### src/rtl/lifo_buffer_if.sv
// Push/pop/status bundle for lifo_buffer. The master drives the requests
// and the slave (the stack) returns data and status.
interface lifo_buffer_if #(
    parameter int WORD_BITS = 8,
    parameter int ADRS_BITS = 3
);
  logic                 clr;
  logic                 push;
  logic [WORD_BITS-1:0] push_data;
  logic                 pop;
  logic [WORD_BITS-1:0] pop_data;
  logic                 pop_valid;
  logic [WORD_BITS-1:0] top_data;
  logic [ADRS_BITS:0]   count;
  logic                 empty;
  logic                 full;
  logic                 almost_empty;
  logic                 almost_full;
  logic                 overflow;
  logic                 underflow;

  modport master (
    output clr, push, push_data, pop,
    input  pop_data, pop_valid, top_data, count, empty, full,
           almost_empty, almost_full, overflow, underflow
  );

  modport slave (
    input  clr, push, push_data, pop,
    output pop_data, pop_valid, top_data, count, empty, full,
           almost_empty, almost_full, overflow, underflow
  );
endinterface

### src/rtl/lifo_buffer.sv
// Parametrised stack with exact count, threshold flags, registered pop output,
// combinational top-of-stack peek and sticky overflow/underflow errors.
module lifo_buffer #(
    parameter int WORD_BITS = 8,
    parameter int ADRS_BITS = 3,
    parameter int AF_LEVEL  = (2 ** ADRS_BITS) - 1,
    parameter int AE_LEVEL  = 1
) (
    input logic            clk,
    input logic            rst,
    lifo_buffer_if.slave   bus
);
  localparam int DEPTH = 2 ** ADRS_BITS;
  localparam int CNT_W = ADRS_BITS + 1;
  localparam logic [CNT_W-1:0] CNT_ONE   = CNT_W'(1);
  localparam logic [CNT_W-1:0] CNT_DEPTH = CNT_W'(DEPTH);
  localparam logic [CNT_W-1:0] CNT_AF    = CNT_W'(AF_LEVEL);
  localparam logic [CNT_W-1:0] CNT_AE    = CNT_W'(AE_LEVEL);

  logic [WORD_BITS-1:0] mem [DEPTH];

  logic [CNT_W-1:0]     count_reg;
  logic [WORD_BITS-1:0] pop_data_reg;
  logic                 pop_valid_reg;
  logic                 overflow_reg;
  logic                 underflow_reg;

  logic                 is_empty;
  logic                 is_full;
  logic [ADRS_BITS-1:0] top_idx;
  logic                 wr_en;
  logic [ADRS_BITS-1:0] wr_addr;

  assign is_empty = (count_reg == '0);
  assign is_full  = (count_reg == CNT_DEPTH);
  // Low bits of count minus one wrap to DEPTH-1 when the stack is full.
  assign top_idx  = count_reg[ADRS_BITS-1:0] - ADRS_BITS'(1);

  always_comb begin
    wr_en   = 1'b0;
    wr_addr = count_reg[ADRS_BITS-1:0];
    if (!rst && !bus.clr && bus.push) begin
      if (bus.pop) begin
        wr_en   = !is_empty;
        wr_addr = top_idx;
      end else begin
        wr_en   = !is_full;
      end
    end
  end

  always_ff @(posedge clk) begin
    if (wr_en) begin
      mem[wr_addr] <= bus.push_data;
    end
  end

  always_ff @(posedge clk) begin
    if (rst) begin
      count_reg     <= '0;
      pop_data_reg  <= '0;
      pop_valid_reg <= 1'b0;
      overflow_reg  <= 1'b0;
      underflow_reg <= 1'b0;
    end else if (bus.clr) begin
      count_reg     <= '0;
      pop_valid_reg <= 1'b0;
      overflow_reg  <= 1'b0;
      underflow_reg <= 1'b0;
    end else begin
      pop_valid_reg <= 1'b0;
      unique case ({bus.push, bus.pop})
        2'b10: begin
          if (is_full) overflow_reg <= 1'b1;
          else         count_reg    <= count_reg + CNT_ONE;
        end
        2'b01: begin
          if (is_empty) begin
            underflow_reg <= 1'b1;
          end else begin
            pop_data_reg  <= mem[top_idx];
            pop_valid_reg <= 1'b1;
            count_reg     <= count_reg - CNT_ONE;
          end
        end
        2'b11: begin
          // Empty stack bypasses the pushed word straight to the output.
          pop_data_reg  <= is_empty ? bus.push_data : mem[top_idx];
          pop_valid_reg <= 1'b1;
        end
        default: ;
      endcase
    end
  end

  assign bus.pop_data     = pop_data_reg;
  assign bus.pop_valid    = pop_valid_reg;
  assign bus.top_data     = is_empty ? '0 : mem[top_idx];
  assign bus.count        = count_reg;
  assign bus.empty        = is_empty;
  assign bus.full         = is_full;
  assign bus.almost_empty = (count_reg <= CNT_AE);
  assign bus.almost_full  = (count_reg >= CNT_AF);
  assign bus.overflow     = overflow_reg;
  assign bus.underflow    = underflow_reg;
endmodule
### src/flat_wrapper.sv
// flat-port wrapper written by rule: the top's interface ports become plain ports
module lifo_buffer_flat 
#(
    parameter int WORD_BITS = 8,
    parameter int ADRS_BITS = 3,
    parameter int AF_LEVEL  = (2 ** ADRS_BITS) - 1,
    parameter int AE_LEVEL  = 1
)
  (clk, rst, bus_clr, bus_push, bus_push_data, bus_pop, bus_pop_data, bus_pop_valid, bus_top_data, bus_count, bus_empty, bus_full, bus_almost_empty, bus_almost_full, bus_overflow, bus_underflow);
  lifo_buffer_if #(.WORD_BITS(WORD_BITS), .ADRS_BITS(ADRS_BITS)) bus_i ();
  input logic clk;
  input logic rst;
  input wire logic [$bits(bus_i.clr)-1:0] bus_clr;
  input wire logic [$bits(bus_i.push)-1:0] bus_push;
  input wire logic [$bits(bus_i.push_data)-1:0] bus_push_data;
  input wire logic [$bits(bus_i.pop)-1:0] bus_pop;
  output wire logic [$bits(bus_i.pop_data)-1:0] bus_pop_data;
  output wire logic [$bits(bus_i.pop_valid)-1:0] bus_pop_valid;
  output wire logic [$bits(bus_i.top_data)-1:0] bus_top_data;
  output wire logic [$bits(bus_i.count)-1:0] bus_count;
  output wire logic [$bits(bus_i.empty)-1:0] bus_empty;
  output wire logic [$bits(bus_i.full)-1:0] bus_full;
  output wire logic [$bits(bus_i.almost_empty)-1:0] bus_almost_empty;
  output wire logic [$bits(bus_i.almost_full)-1:0] bus_almost_full;
  output wire logic [$bits(bus_i.overflow)-1:0] bus_overflow;
  output wire logic [$bits(bus_i.underflow)-1:0] bus_underflow;
  assign bus_i.clr = bus_clr;
  assign bus_i.push = bus_push;
  assign bus_i.push_data = bus_push_data;
  assign bus_i.pop = bus_pop;
  assign bus_pop_data = bus_i.pop_data;
  assign bus_pop_valid = bus_i.pop_valid;
  assign bus_top_data = bus_i.top_data;
  assign bus_count = bus_i.count;
  assign bus_empty = bus_i.empty;
  assign bus_full = bus_i.full;
  assign bus_almost_empty = bus_i.almost_empty;
  assign bus_almost_full = bus_i.almost_full;
  assign bus_overflow = bus_i.overflow;
  assign bus_underflow = bus_i.underflow;
  lifo_buffer #(.WORD_BITS(WORD_BITS), .ADRS_BITS(ADRS_BITS), .AF_LEVEL(AF_LEVEL), .AE_LEVEL(AE_LEVEL)) u_core (.clk(clk), .rst(rst), .bus(bus_i));
endmodule
### config.mk
export PLATFORM = sky130hd
export DESIGN_NAME = lifo_buffer_flat
export DESIGN_NICKNAME = d
export VERILOG_FILES = /design/src/rtl/lifo_buffer_if.sv /design/src/rtl/lifo_buffer.sv /design/src/flat_wrapper.sv
export SDC_FILE = /design/constraint.sdc
export NUM_CORES = 1
export LEC_CHECK = 0
export ABC_AREA = 1
export BUFFER_PORTS_ARGS = -buffer_cell sky130_fd_sc_hd__buf_2
export CAP_MARGIN = 20
export CORE_MARGIN = 8
export CORE_UTILIZATION = 50
export DETAILED_ROUTE_END_ITERATION = 12
export HOLD_SLACK_MARGIN = 0.03
export MAX_ROUTING_LAYER = met4
export PLACE_DENSITY_LB_ADDON = 0.08
export RECOVER_POWER = 25
export REMOVE_ABC_BUFFERS = 1
export SLEW_MARGIN = 20
export SYNTH_ARGS = -nofsm -noshare
export SYNTH_HDL_FRONTEND = slang
export SYNTH_SLANG_ARGS = --single-unit
### constraint.sdc
create_clock -name clk -period 3.9 [get_ports clk]
set_input_delay 0.39 -clock clk [delete_from_list [all_inputs] [get_ports clk]]
set_output_delay 0.39 -clock clk [all_outputs]
set_load 0.005 [all_outputs]
Yosys cells after proc, flatten, opt, wreduce, memory -nomap -nowiden
Memories as Yosys holds them, arrays and structs flattened.
Index checks and enable logic that the tools add are counted.
- bitwise gates (word level): 1
- mux-type cells: 15
- add/subtract/negate cells: 3
- order comparisons: 2
- reduce and logical (&&, ||, !) cells: 14
- equal/unequal tests: 6
- operator list (kind ; number):
    $mux 8 ; 3
    $pmux 8 s2 ; 1
    $mux 4 ; 2
    $pmux 4 s2 ; 1
    $mux 3 ; 2
    $reduce_and 3->1 ; 2
    $mux 1 ; 5
    $add 4x1->4 const B ; 1
    $eq 2x2->1 const B ; 2
    $eq 4x4->1 const B ; 1
    $ge 4x3->1 const B ; 1
    $le 4x1->1 const B ; 1
    $logic_not 1->1 ; 4
    $logic_not 4->1 ; 1
    $ne 2x2->1 const B ; 2
    $reduce_and 2->1 ; 2
    $reduce_bool 2->1 ; 2
    $sub 4x1->4 const B ; 1
    $sub 3x1->3 const B ; 1
    $eq 2x1->1 const B ; 1
    $logic_and 1x1->1 ; 2
    $pmux 1 s2 ; 1
    $reduce_or 2->1 ; 1
    $not 1->1 ; 1
- word-level logic and storage cells: 47
- bits in registers: 15
- RAM bits: 64
- memories: 1
- input port bits: 13
- output and inout bits: 27
- memories (name ; words ; width ; read ports ; clocked after Yosys merged registers in ; wr ports ; RTL line ; text):
    u_core.mem ; 8 ; 8 ; 1 ; 0 ; 1 ; lifo_buffer.sv:20 ; logic [WORD_BITS-1:0] mem [DEPTH];

Logic depth before layout (Yosys ltp)
Gate-level depths: netlist (run 1).
- word-level depth: 6
- gate-level depth with buffers: 11

Worst setup path after synthesis (run 1)
No wires, ideal clock.
- path type: register -> register
- from: register u_core.count_reg[0], in the netlist u_core.bus.count[0]
- to: memory u_core.mem[0][0], enable pin
- arrival time: 2.083 ns
- data required time: 3.530 ns
- cell stages (with the launch flop): 10
- clock period less this slack: 2.454 ns
- path slack: 1.446 ns
- library setup time: 0.370 ns
- path through: dfxtp_1 > buf_2 > inv_2 > buf_2 > ha_1 > buf_2 > clkinv_1 > o21ai_1 > nand2_1 > nor2_1
- longest elaborated chain between the ends: 6
- elaborated cells on any way between the ends: 11
- those cells by class: add/sub (1); eq/ne (1); mux (6); reduce/logical (3)
- ends and longest elaborated chain (item ; RTL line ; text):
    start, declared ; lifo_buffer.sv:22 ; logic [CNT_W-1:0] count_reg;
    start signal, assigned ; lifo_buffer.sv:75 ; else count_reg <= count_reg + CNT_ONE;
    start signal, assigned ; lifo_buffer.sv:83 ; count_reg <= count_reg - CNT_ONE;
    $eq 4x4->1 or $logic_not 4->1 (tied branches) ; lifo_buffer.sv:35, lifo_buffer.sv:34 ;
    $logic_not 1->1 (on tied branches) ; lifo_buffer.sv:47, lifo_buffer.sv:44 ;
    $mux 1 ; lifo_buffer.sv:43 ; if (bus.pop) begin
    $mux 1 ; lifo_buffer.sv:42 ; if (!rst && !bus.clr && bus.push) begin
    $mux 1 ; lifo_buffer.sv:53 ; if (wr_en) begin
    $mux 1 (not written as such) ; lifo_buffer.sv:54 ; mem[wr_addr] <= bus.push_data;
    end, declared ; lifo_buffer.sv:20 ;
Parallel ways exist; a longest one is shown, timed or not.

Final worst setup path (run 1)
- from: register u_core.count_reg[1], in the netlist u_core.bus.count[1]
- to: memory u_core.mem[1][5], enable pin
Same word-level chain as after synthesis.

==> impl_metrics.env, run 1 <==
export IMPL_status="finished clean"
export IMPL_final_setup_viol_count=0
export IMPL_synthAdderAreaFrac=0.00986
export IMPL_drv_slew=0
export IMPL_ys_seq_elements=79
export IMPL_critical_path_top_delay_family="simple AND/OR/NAND/NOR gates"
export IMPL_yosysWarnings=0
export IMPL_synth_xor_area_frac=0.00460
export IMPL_fin_cells=577
export IMPL_ios=40
export IMPL_fin_tns_setup_ns=0
export IMPL_wl_per_cell_um=14.6
export IMPL_postCtsSetupBuffers=0
export IMPL_wl_um=8440
export IMPL_hold_violations=0
export IMPL_floorplan_die_area_um2=10700
export IMPL_synth_compound_area_share=0.0421
export IMPL_grt_pass1_vias=2586
export IMPL_total_leakage_power_nw=2.01
export IMPL_yosysUniqueCellTypes=28
export IMPL_drt_iter0_markers=185
export IMPL_irDropWorstVdd_mv=0.297
export IMPL_grt_overflow_total=0
export IMPL_arrival_ns=2.68
export IMPL_gp_congestion=0.794
export IMPL_grt_util_all_layers=0.176
export IMPL_rows=32
export IMPL_ys_seq_area_frac=0.584
export IMPL_slew_headroom=0.450
export IMPL_antenna_found_initial=0
export IMPL_antennaDiodeCount=0
export IMPL_port_buffers=39
export IMPL_largest_reg_flops=64
export IMPL_slowest_stage="nor2_1"
export IMPL_dp_hpwl_um=5840
export IMPL_drc=0
export IMPL_worst_pin_slew_ns=0.822
export IMPL_area_growth_pct=13.2
export IMPL_finClkSkew_ns=0.00924
export IMPL_synth_common_cells="nand2_1 (126), inv_1 (77), edfxtp_1 (64), nand3_1 (50), nor2_1 (38)"
export IMPL_synth_top_family_by_area="simple AND/OR/NAND/NOR gates"
export IMPL_first_pass_iters=5
export IMPL_cts_made_buffers=9
export IMPL_clk_path_buf_depth=2
export IMPL_nets=486
export IMPL_start_kind="register"
export IMPL_ctsResizeCount=0
export IMPL_insertion_delay_ns=0.35
export IMPL_worstPathRequired_ns=3.88
export IMPL_fin_crit_sh=0.691
export IMPL_clock_fmax_mhz=371
export IMPL_yosysTopAreaCellShare=0.505
export IMPL_period_minus_slack_ns=2.69
export IMPL_cap_violations=0
export IMPL_synthCells=430
export IMPL_grt_pass1_wl_um=13500
export IMPL_core_area_um2=7570
export IMPL_synth_edf_count=64
export IMPL_antenna_left=0
export IMPL_syn_avg_cell_area_um2=8.85
export IMPL_rsz0062_at_grt="no"
export IMPL_dpl_cell_count=561
export IMPL_synth_top_cells_by_area="edfxtp_1 (50%), nand2_1 (12%), dfxtp_1 (7.9%)"
export IMPL_slowest_delay_ns=0.61
export IMPL_cts_root_buf="clkbuf_8"
export IMPL_path_cells="inv_1, ha_1, clkinv_1, o21ai_1, nand2_1, nor2_1"
export IMPL_postSynth_asyncResetShare=0
export IMPL_die_w_um=103
export IMPL_critPathBufInv=2
export IMPL_synth_flop_cell="edfxtp_1"
export IMPL_hold_buffers=0
export IMPL_yosysMostFrequentCell="nand2_1"
export IMPL_end_kind="register"
export IMPL_synth_largest_area_cell="edfxtp_1"
export IMPL_die_y_um=103
export IMPL_start_util=0.503
export IMPL_yosys_area_share_simple=0.257
export IMPL_vias_per_cell=4.78
export IMPL_numClockSinks=79
export IMPL_cts_tree="done"
export IMPL_hold_class="in -> reg"
export IMPL_netlist_area_um2=3810
export IMPL_path_max_fanout=17
export IMPL_htreeDepth=3
export IMPL_grt_max_degree=40
export IMPL_synthMuxAreaShare=0
export IMPL_worst_setup_path_type="reg -> reg"
export IMPL_layout_drive_gt1_share=0.162
export IMPL_clk_pin_slew_ns=0.09
export IMPL_powerDensity_nw_per_um2=436
export IMPL_vias=2760
[worst min-delay path: cells and delay by family]
| family | cells | cell delay [ns] |
|---|---|---|
| buffers and inverters | 2 | 0.13 |
| AND/OR/NAND/NOR | 1 | 0.10 |
[area by class of cell]
| class | instances | area (µm²) |
|---|---|---|
| Fill cell | 662 | 3260 |
| Sequential cell | 79 | 2220 |
| Multi-Input combinational cell | 255 | 1190 |
| Inverter | 83 | 312 |
| Timing Repair Buffer | 42 | 208 |
| Clock buffer | 10 | 128 |
| Tap cell | 102 | 128 |
| Clock inverter | 6 | 118 |
[report_power, final]
group | internal [mW] | total (mW) | switching, mW | leakage, nW
logic | 0.0669 | 0.210 | 0.143 | 1.19
registers | 0.921 | 0.928 | 0.00652 | 0.698
clock network | 0.431 | 0.739 | 0.308 | 0.119
[cell usage in the layout (no fill, tap or decap), types with 3 or more instances in the layout]
cell | Yosys | final
dfxtp_1 | 15 | 15
clkbuf_8 | 0 | 9
a21oi_2 | 8 | 8
bufinv_16 | 0 | 3
nand2_1 | 126 | 126
edfxtp_1 | 64 | 64
clkbuf_1 | 1 | 9
nand2_2 | 3 | 3
nor2_1 | 38 | 38
buf_2 | 9 | 31
nor2_2 | 6 | 6
inv_1 | 77 | 77
buf_4 | 1 | 3
a21oi_1 | 4 | 4
o21ai_0 | 5 | 5
nand3_1 | 50 | 50
inv_2 | 5 | 5
ha_1 | 3 | 3
[per-stage QoR]
stage / power (mW) / hold WS (ns) / worst slack (ns) / util / instance area (µm²)
after global placement: 1.16 / 0.453 / 1.31 / 0.538 / 4070
final: 1.88 / 0.312 / 1.21 / 0.569 / 4310
after global routing: 1.95 / 0.323 / 0.980 / 0.569 / 4310
after CTS: 1.89 / 0.302 / 1.19 / 0.571 / 4320
after detailed placement: 1.16 / 0.470 / 1.21 / 0.538 / 4070
after floorplan: 1.08 / 0.460 / 0.386 / - / 3730
[logic make-up after synthesis]
group                    count (synthesis)
AO/OA/AOI/OAI                           22
adder cells (fa/ha/maj)                  3
flip-flops                              79
AND/OR/NAND/NOR                        228
XOR/XNOR                                 2
buffers and inverters                   96
[final timing paths]
check        cells past startpoint                                to  slack [ns]                              from
min                              3   u_core.bus.pop_valid$_SDFF_PP0_        0.31                               rst
max                              6        u_core.mem[1][5]$_DFFE_PP_        1.21  u_core.bus.count[1]$_SDFFE_PP0P_
max reg2reg                      6        u_core.mem[1][5]$_DFFE_PP_        1.21  u_core.bus.count[1]$_SDFFE_PP0P_
min reg2reg                      2  u_core.bus.overflow$_SDFFE_PP0P_        0.48  u_core.bus.overflow$_SDFFE_PP0P_
[layer usage]
layer / vias up / track usage / part of all wire
met4: 0 / 0.0734 / 0.014
met5: - / - / 0
li1: 1425 / - / -
met2: 87 / 0.258 / 0.45
met3: 10 / 0.0301 / 0.076
met1: 1238 / 0.236 / 0.46
Power figures use the tool's default switching activity.
==> inputs of run 2 (changes only) <==
--- a/config.mk
+++ b/config.mk
@@ -5,7 +5,7 @@
 export SDC_FILE = /design/constraint.sdc
 export NUM_CORES = 1
 export LEC_CHECK = 0
-export ABC_AREA = 1
+export ABC_AREA = 0
 export BUFFER_PORTS_ARGS = -buffer_cell sky130_fd_sc_hd__buf_2
 export CAP_MARGIN = 20
 export CORE_MARGIN = 8
==> constraint.sdc (replaced) <==
create_clock -name clk -period 2.7 [get_ports clk]
set_input_delay 0.27 -clock clk [delete_from_list [all_inputs] [get_ports clk]]
set_output_delay 0.27 -clock clk [all_outputs]
set_load 0.005 [all_outputs]
==> impl_metrics.env, run 2 <==
export IMPL_status="finished clean"
export IMPL_critical_path_top_delay_family="multiplexers"
export IMPL_nets=321
export IMPL_grt_pass1_wl_um=12800
export IMPL_cts_made_buffers=9
export IMPL_finClkSkew_ns=0.00509
export IMPL_period_minus_slack_ns=2.50
export IMPL_dpl_cell_count=393
export IMPL_vias_per_cell=5.42
export IMPL_die_y_um=101
export IMPL_vias=2218
export IMPL_antennaDiodeCount=0
export IMPL_ctsResizeCount=4
export IMPL_clock_fmax_mhz=400
export IMPL_hold_buffers=0
export IMPL_hold_violations=0
export IMPL_rsz0062_at_grt="no"
export IMPL_worst_pin_slew_ns=0.520
export IMPL_yosysTopAreaCellShare=0.534
export IMPL_fin_tns_setup_ns=0
export IMPL_wl_um=8100
export IMPL_yosysMostFrequentCell="edfxtp_1"
export IMPL_drv_slew=0
export IMPL_dp_hpwl_um=5590
export IMPL_ios=40
export IMPL_switchingPower_mw=0.587
export IMPL_first_pass_iters=4
export IMPL_synth_edf_count=64
export IMPL_wl_per_cell_um=19.8
export IMPL_synth_common_cells="edfxtp_1 (64), mux2i_1 (33), dfxtp_1 (15), nor2_1 (15), nor3_1 (12)"
export IMPL_grt_max_degree=21
export IMPL_syn_avg_cell_area_um2=14.7
export IMPL_clockPowerShare=0.324
export IMPL_nFillCells=585
export IMPL_slowest_stage="mux4_2"
export IMPL_cap_violations=0
export IMPL_power_share_switching=0.249
export IMPL_yosysWarnings=0
export IMPL_hold_class="in -> reg"
export IMPL_antenna_found_initial=0
export IMPL_power_frac_seq=0.565
export IMPL_worst_setup_path_type="reg -> out"
export IMPL_combPwrFrac=0.111
export IMPL_fin_crit_sh=0.926
export IMPL_gp_congestion=0.738
export IMPL_ys_seq_area_frac=0.617
export IMPL_slew_headroom=0.651
export IMPL_slowest_delay_ns=0.49
export IMPL_drt_iter0_markers=114
export IMPL_synth_top_cells_by_area="edfxtp_1 (53%), mux2i_1 (9.2%), dfxtp_1 (8.3%)"
export IMPL_intPower_mw=1.77
export IMPL_antenna_left=0
export IMPL_yosysUniqueCellTypes=44
export IMPL_clk_path_buf_depth=2
export IMPL_die_w_um=101
export IMPL_powerDensity_nw_per_um2=565
export IMPL_start_util=0.507
export IMPL_start_kind="register"
export IMPL_critPathBufInv=3
export IMPL_netlist_area_um2=3600
export IMPL_mostFrequentLayoutCells="edfxtp_1 (64), mux2i_1 (33), buf_2 (33)"
export IMPL_ys_seq_elements=79
export IMPL_grt_util_all_layers=0.176
export IMPL_drc=0
export IMPL_synth_flop_cell="edfxtp_1"
export IMPL_port_buffers=39
export IMPL_cts_tree="done"
export IMPL_insertion_delay_ns=0.35
export IMPL_irDropWorstVdd_mv=0.417
export IMPL_synthCells=245
export IMPL_htreeDepth=3
export IMPL_grt_pass1_vias=2254
export IMPL_arrival_ns=2.23
export IMPL_total_leakage_power_nw=1.54
export IMPL_layout_drive_gt1_share=0.303
export IMPL_fin_cells=409
export IMPL_synth_largest_area_cell="edfxtp_1"
export IMPL_cts_root_buf="clkbuf_8"
export IMPL_end_kind="output pin"
export IMPL_postCtsSetupBuffers=0
export IMPL_final_common_cell="edfxtp_1"
export IMPL_grt_overflow_total=0
export IMPL_core_area_um2=7100
export IMPL_final_setup_viol_count=0
export IMPL_rows=31
export IMPL_numClockSinks=79
export IMPL_floorplan_die_area_um2=10200
export IMPL_fin_util=0.587
export IMPL_postSynth_asyncResetShare=0
export IMPL_clk_pin_slew_ns=0.08
export IMPL_area_growth_pct=15.7
export IMPL_path_max_fanout=20
export IMPL_worstPathRequired_ns=2.43
export IMPL_path_cells="inv_1, ha_4, buf_12, mux2i_1, mux4_2, nor2_1, buf_2"
export IMPL_largest_reg_flops=64
run 2: changes by cell type in the layout (fill, tap and decap cells not counted), sizes merged, moves of 12 or more:
cell   before  now
nand2     130    1
mux2i       0   33
inv        83    5
nor3        0   12
buf        34   59
nand3      50    9
nor2       45   15
run 2: worst reg2reg max path: stages (launching register included):
cell      delay (ns)
dfxtp_2         0.38
inv_1           0.10
ha_4            0.19
and3b_1         0.19
buf_4           0.15
nor3_1          0.17
o211ai_2        0.15
nor3_1          0.41
buf_4           0.26
run 2: worst paths after layout:
path                                          start                           endpoint  slack [ns]  cells after the start
setup / recovery   u_core.bus.count[1]$_SDFFE_PP0P_                    bus_top_data[6]        0.20                      7
hold / removal                     bus_push_data[1]         u_core.mem[2][1]$_DFFE_PP_        0.23                      1
setup reg to reg   u_core.bus.count[1]$_SDFFE_PP0P_         u_core.mem[1][5]$_DFFE_PP_        0.40                      8
hold reg to reg   u_core.bus.underflow$_SDFFE_PP0P_  u_core.bus.underflow$_SDFFE_PP0P_        0.47                      2
run 2: kinds of logic (layout without fill, tap and decap cells):
family / Yosys count / in the layout / synth area share
and+or+nand+nor: 76 / 76 / 0.129
buffers and inverters: 21 / 86 / 0.0427
muxes: 43 / 43 / 0.148
AOI/OAI and AO/OA: 17 / 17 / 0.0365
DFF: 79 / 79 / 0.617
adders and majority gates: 3 / 3 / 0.0104
xor gates and xnor gates: 6 / 6 / 0.0167
run 2: power by group through the flow:
| stage | combinational (mW) | sequential [mW] | clock [mW] |
|---|---|---|---|
| 2_1_floorplan | 0.152 | 1.36 | 0 |
| 3_3_place_gp | 0.257 | 1.36 | 0 |
| 3_5_place_dp | 0.258 | 1.36 | 0 |
| 4_1_cts | 0.264 | 1.33 | 0.777 |
| 5_1_grt | 0.286 | 1.33 | 0.831 |
| 6_report | 0.262 | 1.33 | 0.763 |
run 2: per-layer routing:
metal	part of all wire	GRT usage	up-vias
met5	0	-	-
met4	0.013	0.0698	0
met3	0.052	0.0318	9
met2	0.48	0.273	61
met1	0.46	0.225	1094
li1	-	-	1054
run 2: metrics by stage:
step                      area [µm²]  power (mW)  hold slack [ns]  setup slack [ns]
after detailed placement        3990        1.62            0.461             0.250
final                           4170        2.36            0.226             0.201
after global routing            4170        2.45            0.229            0.0873
after floorplan                 3470        1.51            0.342            -0.534
after global placement          3990        1.62            0.445             0.320
after CTS                       4160        2.37            0.197            0.0119
run 2: layout make-up:
cell class / count / area [µm²] / share of cell area
well taps: 99 / 124 / 0.0297
flip-flops and latches: 79 / 2220 / 0.533
repair buffers: 65 / 399 / 0.0958
clock inverters: 7 / 38.8 / 0.00931
clock buffers: 9 / 124 / 0.0297
inverters: 5 / 20.0 / 0.00480
multi-input cells: 145 / 1240 / 0.297
==> inputs of run 3 (changes only) <==
--- a/config.mk
+++ b/config.mk
@@ -6,14 +6,14 @@
 export NUM_CORES = 1
 export LEC_CHECK = 0
 export ABC_AREA = 0
-export BUFFER_PORTS_ARGS = -buffer_cell sky130_fd_sc_hd__buf_2
 export CAP_MARGIN = 20
 export CORE_MARGIN = 8
 export CORE_UTILIZATION = 50
 export DETAILED_ROUTE_END_ITERATION = 12
+export DONT_BUFFER_PORTS = 1
 export HOLD_SLACK_MARGIN = 0.03
 export MAX_ROUTING_LAYER = met4
-export PLACE_DENSITY_LB_ADDON = 0.08
+export PLACE_DENSITY = 0.62
 export RECOVER_POWER = 25
 export REMOVE_ABC_BUFFERS = 1
 export SLEW_MARGIN = 20
==> impl_metrics.env, run 3 (same netlist as run 2, synthesis figures left out) <==
export IMPL_port_buffers=0
export IMPL_mostFrequentLayoutCells="edfxtp_1 (64), mux2i_1 (33), buf_4 (16)"
export IMPL_antennaDiodeCount=0
export IMPL_antenna_left=0
export IMPL_nets=283
export IMPL_crit_start="u_core.bus.count[1]$_SDFFE_PP0P_"
export IMPL_numClockSinks=79
export IMPL_end_kind="output pin"
export IMPL_irDropWorstVdd_mv=0.425
export IMPL_worst_pin_slew_ns=0.505
export IMPL_slowest_delay_ns=0.47
export IMPL_grt_pass1_vias=2046
export IMPL_rows=31
export IMPL_ios=40
export IMPL_cts_tree="done"
export IMPL_postPlaceCellArea_um2=3730
export IMPL_rsz0062_at_grt="no"
export IMPL_m1WireLength_um=3470
export IMPL_period_minus_slack_ns=2.58
export IMPL_clk_path_buf_depth=2
export IMPL_area_growth_pct=12.4
export IMPL_vias_per_cell=5.54
export IMPL_final_setup_viol_count=0
export IMPL_status="finished clean"
export IMPL_slew_headroom=0.664
export IMPL_whs_ns=0.101
export IMPL_crit_cells=6
export IMPL_first_pass_iters=4
export IMPL_setup_ws_ns=0.121
export IMPL_fin_util=0.571
export IMPL_hold_class="in -> reg"
export IMPL_rr_endpoint="u_core.mem[3][7]$_DFFE_PP_"
export IMPL_core_area_um2=7100
export IMPL_worstPathRequired_ns=2.43
export IMPL_final_common_cell="edfxtp_1"
export IMPL_start_kind="register"
export IMPL_arrival_ns=2.31
export IMPL_powerDensity_nw_per_um2=607
export IMPL_path_cells="inv_1, ha_2, buf_12, mux2i_1, mux4_2, nor2_1"
export IMPL_critical_path_top_delay_family="multiplexers"
export IMPL_insertion_delay_ns=0.35
export IMPL_cts_made_buffers=9
export IMPL_fin_crit_sh=0.955
export IMPL_die_w_um=101
export IMPL_wl_met2_um=3870
export IMPL_floorplan_die_area_um2=10200
export IMPL_drc=0
export IMPL_total_leakage_power_nw=1.38
export IMPL_die_y_um=101
export IMPL_htreeDepth=3
export IMPL_top_layer_used="met4"
export IMPL_grt_util_all_layers=0.169
export IMPL_cp_endpoint="bus_top_data[3]"
export IMPL_postCtsSetupBuffers=0
export IMPL_wl_met3_um=646
export IMPL_fin_tns_setup_ns=0
export IMPL_cts_root_buf="clkbuf_8"
export IMPL_reg2reg_depth=7
export IMPL_critPathBufInv=2
export IMPL_fin_area_um2=4050
export IMPL_rrSetupSlack_ns=0.39
export IMPL_largest_reg_flops=64
export IMPL_clk_pin_slew_ns=0.09
export IMPL_gp_congestion=0.760
export IMPL_cap_violations=0
export IMPL_dp_slack_ns=0.398
export IMPL_wl_um=8080
export IMPL_grt_max_degree=36
export IMPL_vias=2055
export IMPL_grt_pass1_wl_um=12300
export IMPL_clock_fmax_mhz=388
export IMPL_layout_drive_gt1_share=0.202
export IMPL_antenna_found_initial=0
export IMPL_finClkSkew_ns=0.00849
export IMPL_slowest_stage="mux4_2"
export IMPL_worst_setup_path_type="reg -> out"
export IMPL_hold_violations=0
export IMPL_start_util=0.507
export IMPL_worstReg2RegStart="u_core.bus.count[1]$_SDFFE_PP0P_"
export IMPL_drt_iter0_markers=101
export IMPL_dp_hpwl_um=5170
export IMPL_wl_per_cell_um=21.8
export IMPL_drv_slew=0
export IMPL_grt_overflow_total=0
export IMPL_path_max_fanout=18
-- run 3: cell types whose count changed in the layout (fill, tap and decap cells not counted), moves of 2 or more --
cell | previous run | this run
buf_2 | 33 | 0
dlygate4sd3_1 | 0 | 9
buf_4 | 24 | 16
clkbuf_1 | 6 | 1
clkinv_1 | 2 | 0
clkinv_2 | 4 | 2
nor2_1 | 15 | 13
nor2_2 | 0 | 2
-- run 3: area by class of cell --
class                           count  area [µm²]
Sequential cell                    79        2220
Multi-Input combinational cell    145        1230
Timing Repair Buffer               27         255
Fill cell                         587        3050
Clock inverter                      6        67.6
Clock buffer                       10         128
Tap cell                           99         124
Inverter                            5        20.0
-- run 3: worst min-delay path by stage --
| stage | endpoint | slack (ns) | start | cells after the start |
|---|---|---|---|---|
| final | u_core.bus.pop_data[1]$_SDFFE_PP0P_ | 0.10 | bus_push_data[1] | 2 |
| after global routing | u_core.bus.pop_data[4]$_SDFFE_PP0P_ | 0.1 | bus_push_data[4] | 2 |
| after CTS | u_core.bus.pop_data[1]$_SDFFE_PP0P_ | 0.09 | bus_push_data[1] | 2 |
| after detailed placement | u_core.bus.pop_valid$_SDFF_PP0_ | 0.35 | rst | 1 |
| after global placement | u_core.bus.pop_valid$_SDFF_PP0_ | 0.35 | rst | 1 |
| after floorplan | u_core.bus.pop_valid$_SDFF_PP0_ | 0.34 | rst | 1 |
-- run 3: repair_timing --
action	4_1_cts	5_1_grt
endpoints found under the setup margin	0	3
gates resized for setup	0	2
hold endpoints to repair	65	0
hold buffers	9	0
-- run 3: power breakdown --
group | internal [mW] | switching (mW) | total (mW)
Clock | 0.433 | 0.455 | 0.888
Combinational | 0.109 | 0.127 | 0.237
Sequential | 1.32 | 0.00813 | 1.33
-- run 3: worst register-to-register path: stages, from the launching register on --
cell and delay (ns):
dfxtp_1 0.45, inv_1 0.11, ha_2 0.25, and3b_1 0.28, nor3_1 0.19, o211ai_2 0.16, nor3_1 0.35, buf_4 0.24
-- run 3: per-stage QoR --
stage / std cells / power, mW
2_1_floorplan: 229 / 1.51
3_3_place_gp: 345 / 1.56
3_5_place_dp: 345 / 1.56
4_1_cts: 370 / 2.46
5_1_grt: 371 / 2.54
6_report: 371 / 2.46
-- run 3: per-layer routing --
layer | vias to the layer above | GRT usage
met5 | - | -
met4 | 0 | 0.0558
met3 | 8 | 0.0559
met2 | 53 | 0.258
met1 | 1013 | 0.207
li1 | 981 | -
